[src/rtl/gsm_ingress_alloc_pkg.sv]
// Shared definitions for the GSM per-port ingress allocator: FSM state codes
// and parameter defaults.
package gsm_ingress_alloc_pkg;

    localparam logic [1:0] ST_INIT  = 2'd0;
    localparam logic [1:0] ST_RUN   = 2'd1;
    localparam logic [1:0] ST_PAUSE = 2'd2;

    localparam int unsigned DEF_PF_DEPTH   = 2;
    localparam int unsigned DEF_DCNT_WIDTH = 16;

endpackage

[src/rtl/gsm_ingress_alloc_if.sv]
// Cell handshake, HMP pointer pop and GSM write-port signals of one switch port.
interface gsm_ingress_alloc_if #(
    parameter int unsigned MWIDTH = 4,
    parameter int unsigned AWIDTH = 7
);
    logic              i_cell_valid;
    logic [MWIDTH-1:0] i_cell_mcast;
    logic              o_cell_ready;
    logic              i_hmp_valid;
    logic [AWIDTH-1:0] i_hmp_addr;
    logic              o_hmp_rd;
    logic              o_wr_en;
    logic [AWIDTH-1:0] o_wr_addr;
    logic [MWIDTH-1:0] o_multicast;

    modport slave (
        input  i_cell_valid, i_cell_mcast, i_hmp_valid, i_hmp_addr,
        output o_cell_ready, o_hmp_rd, o_wr_en, o_wr_addr, o_multicast
    );

    modport master (
        output i_cell_valid, i_cell_mcast, i_hmp_valid, i_hmp_addr,
        input  o_cell_ready, o_hmp_rd, o_wr_en, o_wr_addr, o_multicast
    );
endinterface

[src/rtl/gsm_ingress_alloc_ptr_prefetch.sv]
// Small synchronous FIFO holding prefetched free-buffer pointers; no bypass,
// so a pointer pushed this cycle is visible at dout from the next cycle.
module gsm_ptr_prefetch #(
    parameter int unsigned AWIDTH = 7,
    parameter int unsigned DEPTH  = 2,
    parameter int unsigned CW     = $clog2(DEPTH + 1)
) (
    input  logic              clk,
    input  logic              rst,
    input  logic              push,
    input  logic              pop,
    input  logic [AWIDTH-1:0] din,
    output logic [AWIDTH-1:0] dout,
    output logic [CW-1:0]     count,
    output logic              empty,
    output logic              full
);
    localparam int unsigned PW = (DEPTH > 1) ? $clog2(DEPTH) : 1;

    logic [AWIDTH-1:0] mem_q [DEPTH];
    logic [AWIDTH-1:0] mem_d [DEPTH];
    logic [PW-1:0]     wr_ptr_q, wr_ptr_d;
    logic [PW-1:0]     rd_ptr_q, rd_ptr_d;
    logic [CW-1:0]     cnt_q, cnt_d;

    // Explicit wrap so non-power-of-two depths index only valid entries.
    function automatic logic [PW-1:0] ptr_next(input logic [PW-1:0] p);
        return (p == PW'(DEPTH - 1)) ? '0 : p + PW'(1);
    endfunction

    always_comb begin
        mem_d    = mem_q;
        wr_ptr_d = wr_ptr_q;
        rd_ptr_d = rd_ptr_q;
        cnt_d    = cnt_q;
        if (push) begin
            mem_d[wr_ptr_q] = din;
            wr_ptr_d        = ptr_next(wr_ptr_q);
        end
        if (pop) rd_ptr_d = ptr_next(rd_ptr_q);
        if (push && !pop)      cnt_d = cnt_q + CW'(1);
        else if (pop && !push) cnt_d = cnt_q - CW'(1);
    end

    always_ff @(posedge clk) begin
        if (rst) begin
            wr_ptr_q <= '0;
            rd_ptr_q <= '0;
            cnt_q    <= '0;
        end else begin
            wr_ptr_q <= wr_ptr_d;
            rd_ptr_q <= rd_ptr_d;
            cnt_q    <= cnt_d;
        end
    end

    always_ff @(posedge clk) mem_q <= mem_d;

    assign dout  = mem_q[rd_ptr_q];
    assign count = cnt_q;
    assign empty = (cnt_q == '0);
    assign full  = (cnt_q == CW'(DEPTH));
endmodule

[src/rtl/gsm_ingress_alloc.sv]
// Per-port ingress cell allocator: prefetches HMP pointers, issues GSM writes
// for accepted cells, tracks buffers in use and zero-multicast drops.
module gsm_ingress_alloc
    import gsm_ingress_alloc_pkg::*;
#(
    parameter int unsigned MWIDTH     = 4,
    parameter int unsigned AWIDTH     = 7,
    parameter int unsigned PF_DEPTH   = DEF_PF_DEPTH,
    parameter int unsigned DCNT_WIDTH = DEF_DCNT_WIDTH
) (
    input  logic                  clk_80M,
    input  logic                  clr_80M,
    input  logic                  i_pause,
    input  logic                  i_bf_free_flag,
    gsm_ingress_alloc_if.slave    bus,
    output logic [AWIDTH:0]       o_used_cnt,
    output logic [DCNT_WIDTH-1:0] o_drop_cnt,
    output logic                  o_err_underflow
);
    localparam int unsigned CW = $clog2(PF_DEPTH + 1);

    logic [1:0]            state_q, state_d;
    logic                  wr_en_q, wr_en_d;
    logic [AWIDTH-1:0]     wr_addr_q, wr_addr_d;
    logic [MWIDTH-1:0]     mcast_q, mcast_d;
    logic [AWIDTH:0]       used_q, used_d;
    logic [DCNT_WIDTH-1:0] drop_q, drop_d;
    logic                  err_q, err_d;

    logic              pf_pop, pf_push, pf_empty, pf_full;
    logic [AWIDTH-1:0] pf_head;
    logic [CW-1:0]     pf_count;
    logic              mcast_zero, ready, accept, alloc, drop;

    assign mcast_zero = (bus.i_cell_mcast == '0);
    // Zero-multicast cells need no pointer, so they are taken even with an empty prefetch.
    assign ready      = (state_q == ST_RUN) && (!pf_empty || mcast_zero);
    assign accept     = bus.i_cell_valid && ready;
    assign alloc      = accept && !mcast_zero;
    assign drop       = accept && mcast_zero;
    assign pf_pop     = alloc;
    assign pf_push    = bus.i_hmp_valid && (!pf_full || pf_pop);

    gsm_ptr_prefetch #(
        .AWIDTH (AWIDTH),
        .DEPTH  (PF_DEPTH),
        .CW     (CW)
    ) u_prefetch (
        .clk   (clk_80M),
        .rst   (clr_80M),
        .push  (pf_push),
        .pop   (pf_pop),
        .din   (bus.i_hmp_addr),
        .dout  (pf_head),
        .count (pf_count),
        .empty (pf_empty),
        .full  (pf_full)
    );

    always_comb begin
        state_d = state_q;
        case (state_q)
            ST_INIT:  if (i_pause) state_d = ST_PAUSE;
                      else if (pf_count != '0) state_d = ST_RUN;
            ST_RUN:   if (i_pause) state_d = ST_PAUSE;
            ST_PAUSE: if (!i_pause) state_d = ST_RUN;
            default:  state_d = ST_INIT;
        endcase
    end

    always_comb begin
        wr_en_d   = alloc;
        wr_addr_d = alloc ? pf_head : wr_addr_q;
        mcast_d   = alloc ? bus.i_cell_mcast : mcast_q;

        used_d = used_q;
        err_d  = err_q;
        if (alloc && !i_bf_free_flag) begin
            used_d = used_q + 1'b1;
        end else if (i_bf_free_flag && !alloc) begin
            if (used_q == '0) err_d = 1'b1;
            else              used_d = used_q - 1'b1;
        end

        drop_d = drop_q;
        if (drop && (drop_q != '1)) drop_d = drop_q + 1'b1;
    end

    always_ff @(posedge clk_80M) begin
        if (clr_80M) begin
            state_q   <= ST_INIT;
            wr_en_q   <= 1'b0;
            wr_addr_q <= '0;
            mcast_q   <= '0;
            used_q    <= '0;
            drop_q    <= '0;
            err_q     <= 1'b0;
        end else begin
            state_q   <= state_d;
            wr_en_q   <= wr_en_d;
            wr_addr_q <= wr_addr_d;
            mcast_q   <= mcast_d;
            used_q    <= used_d;
            drop_q    <= drop_d;
            err_q     <= err_d;
        end
    end

    assign bus.o_cell_ready = ready;
    assign bus.o_hmp_rd     = pf_push;
    assign bus.o_wr_en      = wr_en_q;
    assign bus.o_wr_addr    = wr_addr_q;
    assign bus.o_multicast  = mcast_q;
    assign o_used_cnt       = used_q;
    assign o_drop_cnt       = drop_q;
    assign o_err_underflow  = err_q;
endmodule

[src/flat_wrapper.sv]
// flat-port wrapper written by rule: the top's interface ports become plain ports
module gsm_ingress_alloc_flat import gsm_ingress_alloc_pkg::*;
#(
    parameter int unsigned MWIDTH     = 4,
    parameter int unsigned AWIDTH     = 7,
    parameter int unsigned PF_DEPTH   = DEF_PF_DEPTH,
    parameter int unsigned DCNT_WIDTH = DEF_DCNT_WIDTH
)
  (clk_80M, clr_80M, i_pause, i_bf_free_flag, o_used_cnt, o_drop_cnt, o_err_underflow, bus_i_cell_valid, bus_i_cell_mcast, bus_i_hmp_valid, bus_i_hmp_addr, bus_o_cell_ready, bus_o_hmp_rd, bus_o_wr_en, bus_o_wr_addr, bus_o_multicast);
  gsm_ingress_alloc_if #(.MWIDTH(MWIDTH), .AWIDTH(AWIDTH)) bus_i ();
  input  logic clk_80M;
  input  logic clr_80M;
  input  logic i_pause;
  input  logic i_bf_free_flag;
  output logic [AWIDTH:0] o_used_cnt;
  output logic [DCNT_WIDTH-1:0] o_drop_cnt;
  output logic o_err_underflow;
  input wire logic [$bits(bus_i.i_cell_valid)-1:0] bus_i_cell_valid;
  input wire logic [$bits(bus_i.i_cell_mcast)-1:0] bus_i_cell_mcast;
  input wire logic [$bits(bus_i.i_hmp_valid)-1:0] bus_i_hmp_valid;
  input wire logic [$bits(bus_i.i_hmp_addr)-1:0] bus_i_hmp_addr;
  output wire logic [$bits(bus_i.o_cell_ready)-1:0] bus_o_cell_ready;
  output wire logic [$bits(bus_i.o_hmp_rd)-1:0] bus_o_hmp_rd;
  output wire logic [$bits(bus_i.o_wr_en)-1:0] bus_o_wr_en;
  output wire logic [$bits(bus_i.o_wr_addr)-1:0] bus_o_wr_addr;
  output wire logic [$bits(bus_i.o_multicast)-1:0] bus_o_multicast;
  assign bus_i.i_cell_valid = bus_i_cell_valid;
  assign bus_i.i_cell_mcast = bus_i_cell_mcast;
  assign bus_i.i_hmp_valid = bus_i_hmp_valid;
  assign bus_i.i_hmp_addr = bus_i_hmp_addr;
  assign bus_o_cell_ready = bus_i.o_cell_ready;
  assign bus_o_hmp_rd = bus_i.o_hmp_rd;
  assign bus_o_wr_en = bus_i.o_wr_en;
  assign bus_o_wr_addr = bus_i.o_wr_addr;
  assign bus_o_multicast = bus_i.o_multicast;
  gsm_ingress_alloc #(.MWIDTH(MWIDTH), .AWIDTH(AWIDTH), .PF_DEPTH(PF_DEPTH), .DCNT_WIDTH(DCNT_WIDTH)) u_core (.clk_80M(clk_80M), .clr_80M(clr_80M), .i_pause(i_pause), .i_bf_free_flag(i_bf_free_flag), .bus(bus_i), .o_used_cnt(o_used_cnt), .o_drop_cnt(o_drop_cnt), .o_err_underflow(o_err_underflow));
endmodule
[config.mk]
export PLATFORM = sky130hd
export DESIGN_NAME = gsm_ingress_alloc_flat
export DESIGN_NICKNAME = d
export VERILOG_FILES = /design/src/rtl/gsm_ingress_alloc_pkg.sv /design/src/rtl/gsm_ingress_alloc_if.sv /design/src/rtl/gsm_ingress_alloc_ptr_prefetch.sv /design/src/rtl/gsm_ingress_alloc.sv /design/src/flat_wrapper.sv
export SDC_FILE = /design/constraint.sdc
export NUM_CORES = 1
export LEC_CHECK = 0
export CAP_MARGIN = 15
export CORE_MARGIN = 5
export CORE_UTILIZATION = 54
export DETAILED_ROUTE_END_ITERATION = 8
export PLACE_DENSITY = 0.93
export SETUP_SLACK_MARGIN = 0.4
export SLEW_MARGIN = 20
export SYNTH_ARGS = -nofsm -noshare
export SYNTH_HDL_FRONTEND = slang
export SYNTH_SLANG_ARGS = --single-unit
[constraint.sdc]
create_clock -name clk_80M -period 6.55 [get_ports clk_80M]
set_input_delay 0.655 -clock clk_80M [delete_from_list [all_inputs] [get_ports clk_80M]]
set_output_delay 0.655 -clock clk_80M [all_outputs]
set_load 0.05 [all_outputs]
After elaboration in Yosys (flattened, before gate mapping)
Cells that the tools add are included.
{ "totals": {"wordCells": 80, "input_bits": 17, "ff_bits": 57, "out_inout_bits": 39} }
{ "op_classes": {"mux": 18, "add_sub_neg": 7, "n_bitwise": 3, "reduce_logical": 29, "n_eq_ne": 8, "order_cmp": 3} }
{ "op_table": {"columns": ["cell", "n"], "rows": [
  ["$mux 7", 4],
  ["$mux 8", 3],
  ["$add 16x1->16 const B", 1],
  ["$ne 16x16->1 const B", 1],
  ["$bwmux 14", 1],
  ["$mux 2", 6],
  ["$logic_and 1x1->1", 11],
  ["$add 8x1->8 const B", 1],
  ["$logic_not 8->1", 1],
  ["$sub 8x1->8 const B", 1],
  ["$demux 7 s1", 1],
  ["$logic_not 1->1", 6],
  ["$pmux 2 s3", 1],
  ["$reduce_and 3->1", 2],
  ["$reduce_bool 2->1", 3],
  ["$eq 2x2->1 const B", 2],
  ["$ge 2x2->1 const B", 2],
  ["$logic_not 2->1", 2],
  ["$logic_not 4->1", 1],
  ["$ne 2x2->1 const B", 2],
  ["$not 1->2", 2],
  ["$ne 3x2->1 const B", 1],
  ["$add 1x1->1 const B", 2],
  ["$add 2x1->2 const B", 1],
  ["other kinds (8)", 10]
]} }

Logic depth before layout (Yosys ltp)
Gate-level depths: netlist of the first run.
{ "logic_depth": {"ltp_word": 12, "mapped_depth": 12, "mapped_depth_nobuf": 11} }

Cells and area by module
Synthesis of the first run repeated with hierarchy kept, for this count alone.
{ "unflattened": {"hier_cells": 268, "area_unflattened_um2": 2645.0} }
{ "modules_own_cells": {"columns": ["module", "cells_per_inst", "area_each_um2", "n_inst", "seq_area_each_um2"], "rows": [
  ["gsm_ingress_alloc", 226, 1956.9, 1, 780.7],
  ["gsm_ptr_prefetch", 42, 688.2, 1, 500.5]
]} }

Worst setup path after synthesis of the first run
Ideal clock, no wire load.
{ "synth_path": {"path_type": "input to register", "from": "in bus_i_cell_valid", "to": "reg u_core.used_q[7], in the netlist u_core.o_used_cnt[7]", "path_stages": 12, "required_time_ns": 6.429, "n_path_buf": 1, "slack_ns": 3.012, "setup_time_ns": 0.121, "arrival_ns": 3.417, "cell_sequence": "and3b_1 nor2b_1 o21a_1 clkbuf_1 ha_1 inv_1 ha_1 a211oi_1 o21ai_0 a31oi_1 mux2_2 mux2_4"} }
{ "synth_between": {"elab_chain_len": 6, "elab_cells_between_ends": 9, "classes_between": "eq/ne: 1; mux: 1; reduce/logical: 7"} }
{ "synth_rtl": {"columns": ["element", "line", "source"], "rows": [
  ["start, declared", "flat_wrapper.sv:18", "input wire logic [$bits(bus_i.i_cell_valid)-1:0] bus_i_cell_valid;"],
  ["$logic_and 1x1->1 (*)", "gsm_ingress_alloc.sv:38", "assign accept = bus.i_cell_valid && ready;"],
  ["$logic_and 1x1->1 (*)", "gsm_ingress_alloc.sv:39", "assign alloc = accept && !mcast_zero;"],
  ["named net u_core.alloc", "gsm_ingress_alloc.sv:33", "logic mcast_zero, ready, accept, alloc, drop;"],
  ["$logic_not 1->1", "gsm_ingress_alloc.sv:80", "end else if (i_bf_free_flag && !alloc) begin"],
  ["$logic_and 1x1->1", "gsm_ingress_alloc.sv:80", null],
  ["$reduce_bool 2->1 (no source line)", null, null],
  ["$reduce_and 2->1 (no source line)", null, null],
  ["end signal, assigned", "gsm_ingress_alloc.sv:103", "used_q <= used_d;"],
  ["end, declared", "gsm_ingress_alloc.sv:26", "logic [AWIDTH:0] used_q, used_d;"]
]} }
Mark *: on every way through the listed nets, which the timed path passes. The rest lies on a longest branch.
A chain may end at the register's enable or synchronous reset.

Worst setup path after layout of the first run
{ "layout_path": {"from": "in bus_i_cell_valid", "to": "reg u_core.used_q[7], in the netlist u_core.o_used_cnt[7]"} }
{ "layout_between": {"elab_chain_len": 6, "elab_cells_between_ends": 9, "classes_between": "eq/ne: 1; mux: 1; reduce/logical: 7"} }
{ "layout_rtl": {"columns": ["element", "line"], "rows": [
  ["$logic_and 1x1->1 (*)", "gsm_ingress_alloc.sv:38"],
  ["$logic_and 1x1->1 (*)", "gsm_ingress_alloc.sv:39"],
  ["$logic_not 1->1", "gsm_ingress_alloc.sv:80"],
  ["$logic_and 1x1->1", "gsm_ingress_alloc.sv:80"],
  ["$reduce_bool 2->1 (no source line)", null],
  ["$reduce_and 2->1 (no source line)", null]
]} }
Mark *: on every way between the ends. The rest lies on a longest branch, timed or not.

==> results of run 1 <==
[critical path, stage by stage]
cell,delay (ns)
clkdlybuf4s50_1,0.46
and3b_1,0.21
nor2b_1,0.18
o21a_1,0.62
ha_1,0.36
inv_1,0.18
ha_1,0.34
a211oi_1,0.38
o21ai_0,0.15
a31oi_1,0.23
mux2_2,0.37
mux2_4,0.29
[registers in the layout (all words and copies together) (netlist names)]
register                    flops
u_core.u_prefetch.rd_ptr_q      1
u_core.o_drop_cnt              16
u_core.bus.o_wr_en              1
u_core.bus.o_multicast          4
u_core.o_used_cnt               8
u_core.state_q                  2
u_core.o_err_underflow          1
u_core.u_prefetch.count         2
u_core.bus.o_wr_addr            7
u_core.u_prefetch.mem_q        14
u_core.u_prefetch.wr_ptr_q      1
[routing by layer]
layer | global-route usage (%) | vias up
met1 | 24.09 | 1002
met5 | 0 | -
li1 | - | 1091
met3 | 4.628 | 15
met2 | 34.56 | 62
met4 | 11.17 | 0
[worst paths after layout]
path / depth (start not counted) / start / end / slack, ns
worst min-delay path: 2 / u_core.bus.o_multicast[1] / u_core.bus.o_multicast[1] / 0.46
worst max register to register: 11 / u_core.state_q[0] / u_core.o_used_cnt[7] / 2.73
worst min register to register: 2 / u_core.bus.o_multicast[1] / u_core.bus.o_multicast[1] / 0.46
worst max-delay path: 12 / bus_i_cell_valid / u_core.o_used_cnt[7] / 2.34
[layout by cell type, fill, tap and decap left out, drive strengths merged, types with 2 or more instances in the layout]
cell type,synthesis,layout
clkdlybuf4s50,0,55
dfxtp,43,43
nor2,35,35
nand2,18,18
a211oi,15,15
a21oi,15,15
xnor2,14,14
edfxtp,14,14
ha,10,10
o21ai,9,9
mux2i,9,9
clkbuf,6,9
inv,7,7
nand3,6,6
nand4,6,6
nor3,5,5
or3,5,5
nor4,5,5
nor2b,4,4
clkinv,0,4
xor2,3,3
o211ai,3,3
mux2,3,3
or4,3,3
nand2b,2,2
and2,2,2
o21bai,2,2
nand4b,2,2
a21o,2,2
a211o,2,2
bufinv,0,2
[power breakdown]
group          internal [mW]  switching [mW]  total [mW]
Sequential             0.403          0.0410       0.444
Combinational          0.181           0.257       0.437
Clock                  0.210           0.140       0.350
Total                  0.794           0.437        1.23
[stage by stage]
| step | setup slack [ns] | hold slack (ns) | power (mW) | std cells | cell area [um^2] |
|---|---|---|---|---|---|
| global placement | 2.206 | 0.4443 | 0.8702 | 379 | 3237 |
| detailed placement | 2.085 | 0.4548 | 0.8840 | 379 | 3237 |
| CTS | 2.392 | 0.4638 | 1.235 | 395 | 3446 |
| global route | 2.087 | 0.4822 | 1.297 | 395 | 3446 |
| finish | 2.338 | 0.4626 | 1.232 | 395 | 3446 |
| floorplan | 3.012 | 0.4853 | 0.7633 | 264 | 2625 |
[layout make-up]
cell class / count / share of cell area (%)
Timing Repair Buffer: 56 / 16.19
Tap cell: 67 / 2.433
Inverter: 7 / 0.7625
Multi-Input combinational cell: 192 / 37.36
Clock inverter: 7 / 2.469
Clock buffer: 9 / 3.595
Sequential cell: 57 / 37.18
[cells by family after synthesis]
kind of cell / after synthesis
simple gates: 99
fa+ha+maj: 11
xor+xnor: 17
flops: 57
mux: 12
compound gates: 53
buf+inv: 15
==> results.sh, run 1 <==
export IMPL_setup_viol=0
export IMPL_fin_util_pct=72.95
export IMPL_min_period_over_period_pct=64.31
export IMPL_grt_pass1_wl_um=10070
export IMPL_synth_edff_count=14
export IMPL_layout_drive_gt1_share_pct=6.707
export IMPL_synth_xor_area_share_pct=5.672
export IMPL_clk_pin_slew_ns=0.07
export IMPL_antenna_found_initial=0
export IMPL_gp_congestion=0.8790
export IMPL_drc=0
export IMPL_synth_top_family_by_area="simple AND/OR/NAND/NOR gates"
export IMPL_p_per_area_mw_per_mm2=357.4
export IMPL_pin_count=56
export IMPL_synth_warnings=0
export IMPL_ant_nets=0
export IMPL_synth_common_cells="dfxtp_1 (43), nor2_1 (35), nand2_1 (18)"
export IMPL_port_buffers=55
export IMPL_num_antenna_cells=0
export IMPL_synth_mux_area_share_pct=4.862
export IMPL_syn_area_per_cell_um2=9.943
export IMPL_firstDrtPassIters=4
export IMPL_wl_met1_um=2548
export IMPL_dpl_hpwl_um=4218
export IMPL_die_area_mm2=0.006355
export IMPL_synth_simple_area_share_pct=19.92
export IMPL_syn_nets=292
export IMPL_hold_path_class="reg -> reg"
export IMPL_yosysSeqAreaShare_pct=48.81
export IMPL_cts_tree="built"
export IMPL_finalClockSkew_ns=0.006909
export IMPL_multi_input_area_mm2=0.001287
export IMPL_grt_pass1_vias=2229
export IMPL_syn_to_final_growth_pct=31.27
export IMPL_ys_ff_latch=57
export IMPL_end_kind="flop"
export IMPL_grt_overflow_total=0
export IMPL_cts_setup_buffers=0
export IMPL_hold_viol_final=0
export IMPL_initial_core_util_pct=55.58
export IMPL_die_y_um=79.72
export IMPL_vias=2170
export IMPL_yosys_area_top_type="dfxtp_1"
export IMPL_syn_inst=264
export IMPL_cp_max_fo=21
export IMPL_cts_buffers=9
export IMPL_yosysMostFrequentCell="dfxtp_1"
export IMPL_core_rowCount=25
export IMPL_cts_sinks=57
export IMPL_wire_per_inst_um=15.22
export IMPL_async_flop_share_pct=0
export IMPL_routed_top_layer="met4"
export IMPL_dieWidth_um=79.72
export IMPL_crit_type="in -> reg"
export IMPL_cts_root_buf="clkbuf_8"
export IMPL_vias_per_cell=5.494
export IMPL_met2_length_um=3010
export IMPL_fillCellCount=334
export IMPL_maxSlewHeadroom_pct=43.37
export IMPL_post_cts_resized=0
export IMPL_synth_compound_gate_area_share_pct=13.06
export IMPL_power_leakage_nw=1.157
export IMPL_tns_ns=0
export IMPL_outcome="complete, no violations"
export IMPL_drt_iter0_drc=200
export IMPL_synthAdderAreaFrac_pct=5.529
export IMPL_grt_usage_pct=20.53
export IMPL_slew_violations=0
export IMPL_ys_types=44
export IMPL_final_seq_area_mm2=0.001281
export IMPL_synth_flop_cell="dfxtp_1"
export IMPL_grt_max_degree=49
export IMPL_fp_coreArea_mm2=0.004723
export IMPL_htreeDepth=3
export IMPL_finalCriticalPeriod_ns=4.212
export IMPL_rsz0062_at_grt="no"
export IMPL_routed_wl_um=6012
export IMPL_cts_buffer_depth=2
export IMPL_cts_hold_buffers_added=0
export IMPL_cp_data_required_time_ns=6.77
export IMPL_insertion_delay_ns=0.33
export IMPL_drv_cap=0
export IMPL_synth_top_cell_area_share_pct=32.79
export IMPL_worst_slew_pin_transition_ns=0.8430
export IMPL_peakVddDrop_uv=242.2
export IMPL_ys_top_cells_by_area="dfxtp_1 (33%), edfxtp_1 (16%), nor2_1 (5.0%)"
export IMPL_fin_nets=351
export IMPL_synth_cell_area_mm2=0.002625
export IMPL_fmax_mhz=237.4
export IMPL_worstPathArrival_ns=4.43
export IMPL_start_kind="input port"
export IMPL_dr_wl_met3_um=321
Power figures use the tool's default switching activity.
==> inputs of run 2 (changes only) <==
- CORE_UTILIZATION: 54 -> 50
- PLACE_DENSITY: 0.93 -> 0.88
- clock period: 6.55 -> 4.2 ns (I/O delays scaled with it)
==> results.sh, run 2 (synthesis results as in run 1) <==
export IMPL_largest_reg_flops=16
export IMPL_cts_buffer_depth=2
export IMPL_cts_setup_buffers=0
export IMPL_use_met3_pct=8.243
export IMPL_tns_ns=0
export IMPL_maxSlewHeadroom_pct=49.93
export IMPL_fin_nets=353
export IMPL_die_area_mm2=0.006799
export IMPL_drv_cap=0
export IMPL_layout_drive_gt1_share_pct=7.576
export IMPL_antenna_found_initial=0
export IMPL_crit_family="compound AO/OA/AOI/OAI gates"
export IMPL_vias=2138
export IMPL_finalClockSkew_ns=0.008130
export IMPL_cts_hold_buffers_added=0
export IMPL_port_buffers=55
export IMPL_fmax_mhz=283.9
export IMPL_grt_max_degree=26
export IMPL_finalCriticalPeriod_ns=3.523
export IMPL_gp_congestion=0.8760
export IMPL_path_cells="clkdlybuf4s50_1, nor4_4, nor2b_1, o21a_1, ha_1, inv_1, ha_1, a211oi_1, o21ai_0, a31oi_1, mux2_2, mux2_4"
export IMPL_final_common_cell="clkdlybuf4s50_1"
export IMPL_initial_core_util_pct=51.40
export IMPL_most_common_layout_cells="clkdlybuf4s50_1 (55), dfxtp_1 (43), nor2_1 (35)"
export IMPL_r2r_cells=11
export IMPL_end_kind="flop"
export IMPL_hold_depth=2
export IMPL_cts_buffers=9
export IMPL_grt_use_met1_pct=22.46
export IMPL_wire_per_inst_um=14.37
export IMPL_post_cts_resized=0
export IMPL_die_y_um=82.46
export IMPL_routed_wl_um=5746
export IMPL_path_depth=12
export IMPL_ant_nets=0
export IMPL_core_rowCount=26
export IMPL_placed_cell_area_mm2=0.003256
export IMPL_setup_viol=0
export IMPL_dpl_hpwl_um=4157
export IMPL_outcome="complete, no violations"
export IMPL_dieWidth_um=82.46
export IMPL_vias_per_cell=5.345
export IMPL_fin_area_mm2=0.003450
export IMPL_insertion_delay_ns=0.33
export IMPL_htreeDepth=3
export IMPL_pin_count=56
export IMPL_grt_busiest_layer="met2"
export IMPL_rsz0062_at_grt="no"
export IMPL_use_met2_pct=30.93
export IMPL_fp_coreArea_mm2=0.005107
export IMPL_cp_data_required_time_ns=4.42
export IMPL_cts_tree="built"
export IMPL_p_per_area_mw_per_mm2=540.1
export IMPL_cpMostUsedCell="ha_1"
export IMPL_r2r_setup_slack_ns=0.95
export IMPL_crit_buf_inv=2
export IMPL_slew_violations=0
export IMPL_num_antenna_cells=0
export IMPL_power_leakage_nw=1.152
export IMPL_cts_sinks=57
export IMPL_grt_pass1_wl_um=9584
export IMPL_slowest_stage="clkdlybuf4s50_1"
export IMPL_min_period_over_period_pct=83.87
export IMPL_firstDrtPassIters=4
export IMPL_cp_slowest_stage_delay_ns=0.46
export IMPL_grt_pass1_vias=2080
export IMPL_grt_usage_pct=19.14
export IMPL_clk_pin_slew_ns=0.06
export IMPL_worstPathArrival_ns=3.75
export IMPL_cp_max_fo=8
export IMPL_fillCellCount=387
export IMPL_drc=0
export IMPL_peakVddDrop_uv=296.8
export IMPL_crit_type="in -> reg"
export IMPL_cts_root_buf="clkbuf_8"
export IMPL_start_kind="input port"
export IMPL_worst_slew_pin_transition_ns=0.7453
export IMPL_hold_path_class="reg -> reg"
export IMPL_grt_overflow_total=0
export IMPL_syn_to_final_growth_pct=31.41
export IMPL_drt_iter0_drc=150
export IMPL_hold_viol_final=0
run 2: cell types whose count changed in the layout (fill, tap and decap cells not counted), sizes merged:
cell / before / now
buf: 1 / 3
clkinv: 4 / 2
clkinvlp: 1 / 3
bufinv: 2 / 1
inv: 7 / 8
run 2: tightest hold or removal path: stages, from the launching register on:
cell and delay (ns):
dfxtp_1 0.32, nand2_1 0.05, a21oi_1 0.06
run 2: through the flow:
stage / hold WS [ns] / power, mW / util [%] / cells / setup slack [ns]
floorplan: 0.4853 / 1.190 / - / 264 / 0.8969
global placement: 0.4442 / 1.372 / 63.74 / 384 / 0.4875
detailed placement: 0.4608 / 1.373 / 63.74 / 384 / 0.3801
CTS: 0.4713 / 1.878 / 67.54 / 400 / 0.7252
global route: 0.4855 / 1.976 / 67.54 / 400 / 0.5526
finish: 0.4721 / 1.863 / 67.54 / 400 / 0.6773
run 2: routing by layer:
metal | vias up | wire [um]
li1 | 1088 | -
met1 | 981 | 2517
met2 | 61 | 2749
met3 | 8 | 412
met4 | 0 | 66
met5 | - | 0
run 2: layout make-up:
| class | count | area, um^2 | share of cell area (%) |
|---|---|---|---|
| multi-input combinational | 192 | 1287 | 37.32 |
| sequential | 57 | 1281 | 37.14 |
| timing repair buffer | 58 | 573.1 | 16.61 |
| clock buffer | 9 | 123.9 | 3.591 |
| tap | 70 | 87.58 | 2.539 |
| clock inverter | 7 | 70.07 | 2.031 |
| inverter | 7 | 26.28 | 0.7617 |
run 2: path summary, 6_finish.rpt:
kind,start,endpoint
setup / recovery,bus_i_cell_mcast[3],u_core.o_used_cnt[7]
hold / removal,u_core.bus.o_multicast[3],u_core.bus.o_multicast[3]
setup reg to reg,u_core.state_q[1],u_core.o_used_cnt[7]
hold reg to reg,u_core.bus.o_multicast[3],u_core.bus.o_multicast[3]
run 2: report_power, final:
part	leakage [nW]	total (mW)	switching (mW)	internal, mW
clock	0.0893	0.500	0.227	0.272
combinational	0.583	0.672	0.391	0.281
sequential	0.480	0.691	0.0621	0.629
total	1.15	1.86	0.681	1.18
==> inputs of run 3 (changes only) <==
- clock period: 4.2 -> 3.5 ns (I/O delays scaled with it)
==> results.sh, run 3 (synthesis results as in run 1) <==
export IMPL_pwr_share_comb_pct=36.7
export IMPL_routed_wl_um=5772
export IMPL_start_kind="input port"
export IMPL_cts_root_buf="clkbuf_8"
export IMPL_firstDrtPassIters=4
export IMPL_finalCriticalPeriod_ns=2.950
export IMPL_worstPathArrival_ns=3.18
export IMPL_cp_max_fo=5
export IMPL_largest_reg_flops=16
export IMPL_path_cells="clkdlybuf4s50_1, and3b_2, nor2b_2, o21a_1, ha_2, inv_2, ha_1, o21ai_1, o21ai_0, a31oi_1, mux2_2, mux2_4"
export IMPL_switching_share_pct=36.02
export IMPL_cts_setup_buffers=0
export IMPL_antenna_found_initial=0
export IMPL_die_y_um=82.46
export IMPL_hold_path_class="reg -> reg"
export IMPL_fmax_mhz=339.0
export IMPL_rsz0062_at_grt="no"
export IMPL_layout_drive_gt1_share_pct=9.610
export IMPL_cp_slowest_stage_delay_ns=0.46
export IMPL_vias_per_cell=5.340
export IMPL_drv_cap=0
export IMPL_most_common_layout_cells="clkdlybuf4s50_1 (55), dfxtp_1 (43), nor2_1 (35)"
export IMPL_dieWidth_um=82.46
export IMPL_grt_overflow_total=0
export IMPL_grt_max_degree=23
export IMPL_end_kind="flop"
export IMPL_vias=2152
export IMPL_setup_viol=0
export IMPL_grt_pass1_vias=2122
export IMPL_power_leakage_nw=1.170
export IMPL_intPower_mw=1.452
export IMPL_grt_usage_pct=19.22
export IMPL_wire_per_inst_um=14.32
export IMPL_num_antenna_cells=0
export IMPL_htreeDepth=3
export IMPL_clk_pin_slew_ns=0.07
export IMPL_use_met2_pct=31.57
export IMPL_min_period_over_period_pct=84.27
export IMPL_drt_iter0_drc=155
export IMPL_grt_busiest_layer="met2"
export IMPL_cts_tree="built"
export IMPL_pin_count=56
export IMPL_worst_slew_pin_transition_ns=0.7283
export IMPL_syn_to_final_growth_pct=32.75
export IMPL_core_rowCount=26
export IMPL_cp_data_required_time_ns=3.73
export IMPL_maxSlewHeadroom_pct=51.07
export IMPL_hold_viol_final=0
export IMPL_power_switching_uw=817.5
export IMPL_dpl_hpwl_um=4316
export IMPL_power_total_mw=2.270
export IMPL_fin_cells=403
export IMPL_drc=0
export IMPL_pwr_share_seq_pct=36.7
export IMPL_final_common_cell="clkdlybuf4s50_1"
export IMPL_tns_ns=0
export IMPL_ant_nets=0
export IMPL_grt_pass1_wl_um=9611
export IMPL_slowest_stage="clkdlybuf4s50_1"
export IMPL_use_met3_pct=6.941
export IMPL_crit_type="in -> reg"
export IMPL_port_buffers=55
export IMPL_die_area_mm2=0.006799
export IMPL_gp_congestion=0.9579
export IMPL_place_inst=387
export IMPL_slew_violations=0
export IMPL_peakVddDrop_uv=379.8
export IMPL_cts_buffer_depth=2
export IMPL_grt_use_met1_pct=22.00
export IMPL_fin_util_pct=68.23
export IMPL_p_per_area_mw_per_mm2=651.3
export IMPL_initial_core_util_pct=51.40
export IMPL_cts_buffers=9
export IMPL_insertion_delay_ns=0.34
export IMPL_cts_sinks=57
export IMPL_outcome="complete, no violations"
export IMPL_fp_coreArea_mm2=0.005107
export IMPL_finalClockSkew_ns=0.007684
export IMPL_power_share_clock_pct=26.6
export IMPL_fin_nets=356
[run 3: changes by cell type in the layout (fill, tap and decap cells not counted), sizes merged]
cell / delta
inv: -1
buf: +3
clkinv: +1
clkinvlp: -1
clkbuf: +1
[run 3: layout make-up]
| cell class | instances | area, um^2 |
|---|---|---|
| inverter | 7 | 26.28 |
| multi-input combinational | 192 | 1299 |
| timing repair buffer | 61 | 595.6 |
| fill | 393 | 1623 |
| sequential | 57 | 1281 |
| clock inverter | 6 | 57.56 |
| clock buffer | 10 | 137.6 |
| tap | 70 | 87.58 |
[run 3: timing repair]
action | CTS | global route
endpoints found under the setup margin | 1 | 1
cloned | 0 | 0
resized for setup | 2 | 3
hold buffers | 0 | 0
pin swaps | 0 | 0
[run 3: layer usage]
| layer | vias to the layer above | part of all wire (%) |
|---|---|---|
| li1 | 1095 | - |
| met1 | 981 | 41 |
| met2 | 63 | 50 |
| met3 | 13 | 6.7 |
| met4 | 0 | 2.5 |
| met5 | - | 0 |
[run 3: power by group through the flow]
| stage | logic [mW] | clock network, mW | registers (mW) |
|---|---|---|---|
| floorplan | 0.436 | 0 | 0.993 |
| detailed placement | 0.823 | 0 | 0.845 |
| finish | 0.833 | 0.604 | 0.833 |
| CTS | 0.830 | 0.616 | 0.833 |
| global route | 0.900 | 0.654 | 0.846 |
| global placement | 0.799 | 0 | 0.843 |
[run 3: path summary, 6_finish.rpt]
check                           cells past startpoint                 startpoint                         to  slack [ns]
worst max-delay path                               12           bus_i_cell_valid       u_core.o_used_cnt[7]        0.55
worst min-delay path                                2  u_core.bus.o_multicast[2]  u_core.bus.o_multicast[2]        0.47
worst max register to register                     11          u_core.state_q[1]       u_core.o_used_cnt[7]        0.64
worst min register to register                      2  u_core.bus.o_multicast[2]  u_core.bus.o_multicast[2]        0.47
[run 3: stage by stage]
stage	hold WS, ns	setup WS (ns)	area [um^2]
after global placement	0.4531	0.1270	3278
after global routing	0.5160	0.4165	3485
final	0.4674	0.5504	3485
after floorplan	0.4224	0.4281	2626
after CTS	0.4665	0.4417	3476
after detailed placement	0.4574	0.01923	3278
[run 3: critical path, delay by kind of cell]
family	cells	cell delay (ns)
AOI/OAI and AO/OA	4	0.68
adders and majority gates	2	0.58
buffers and inverters	2	0.54
muxes	2	0.66
and+or+nand+nor	2	0.38
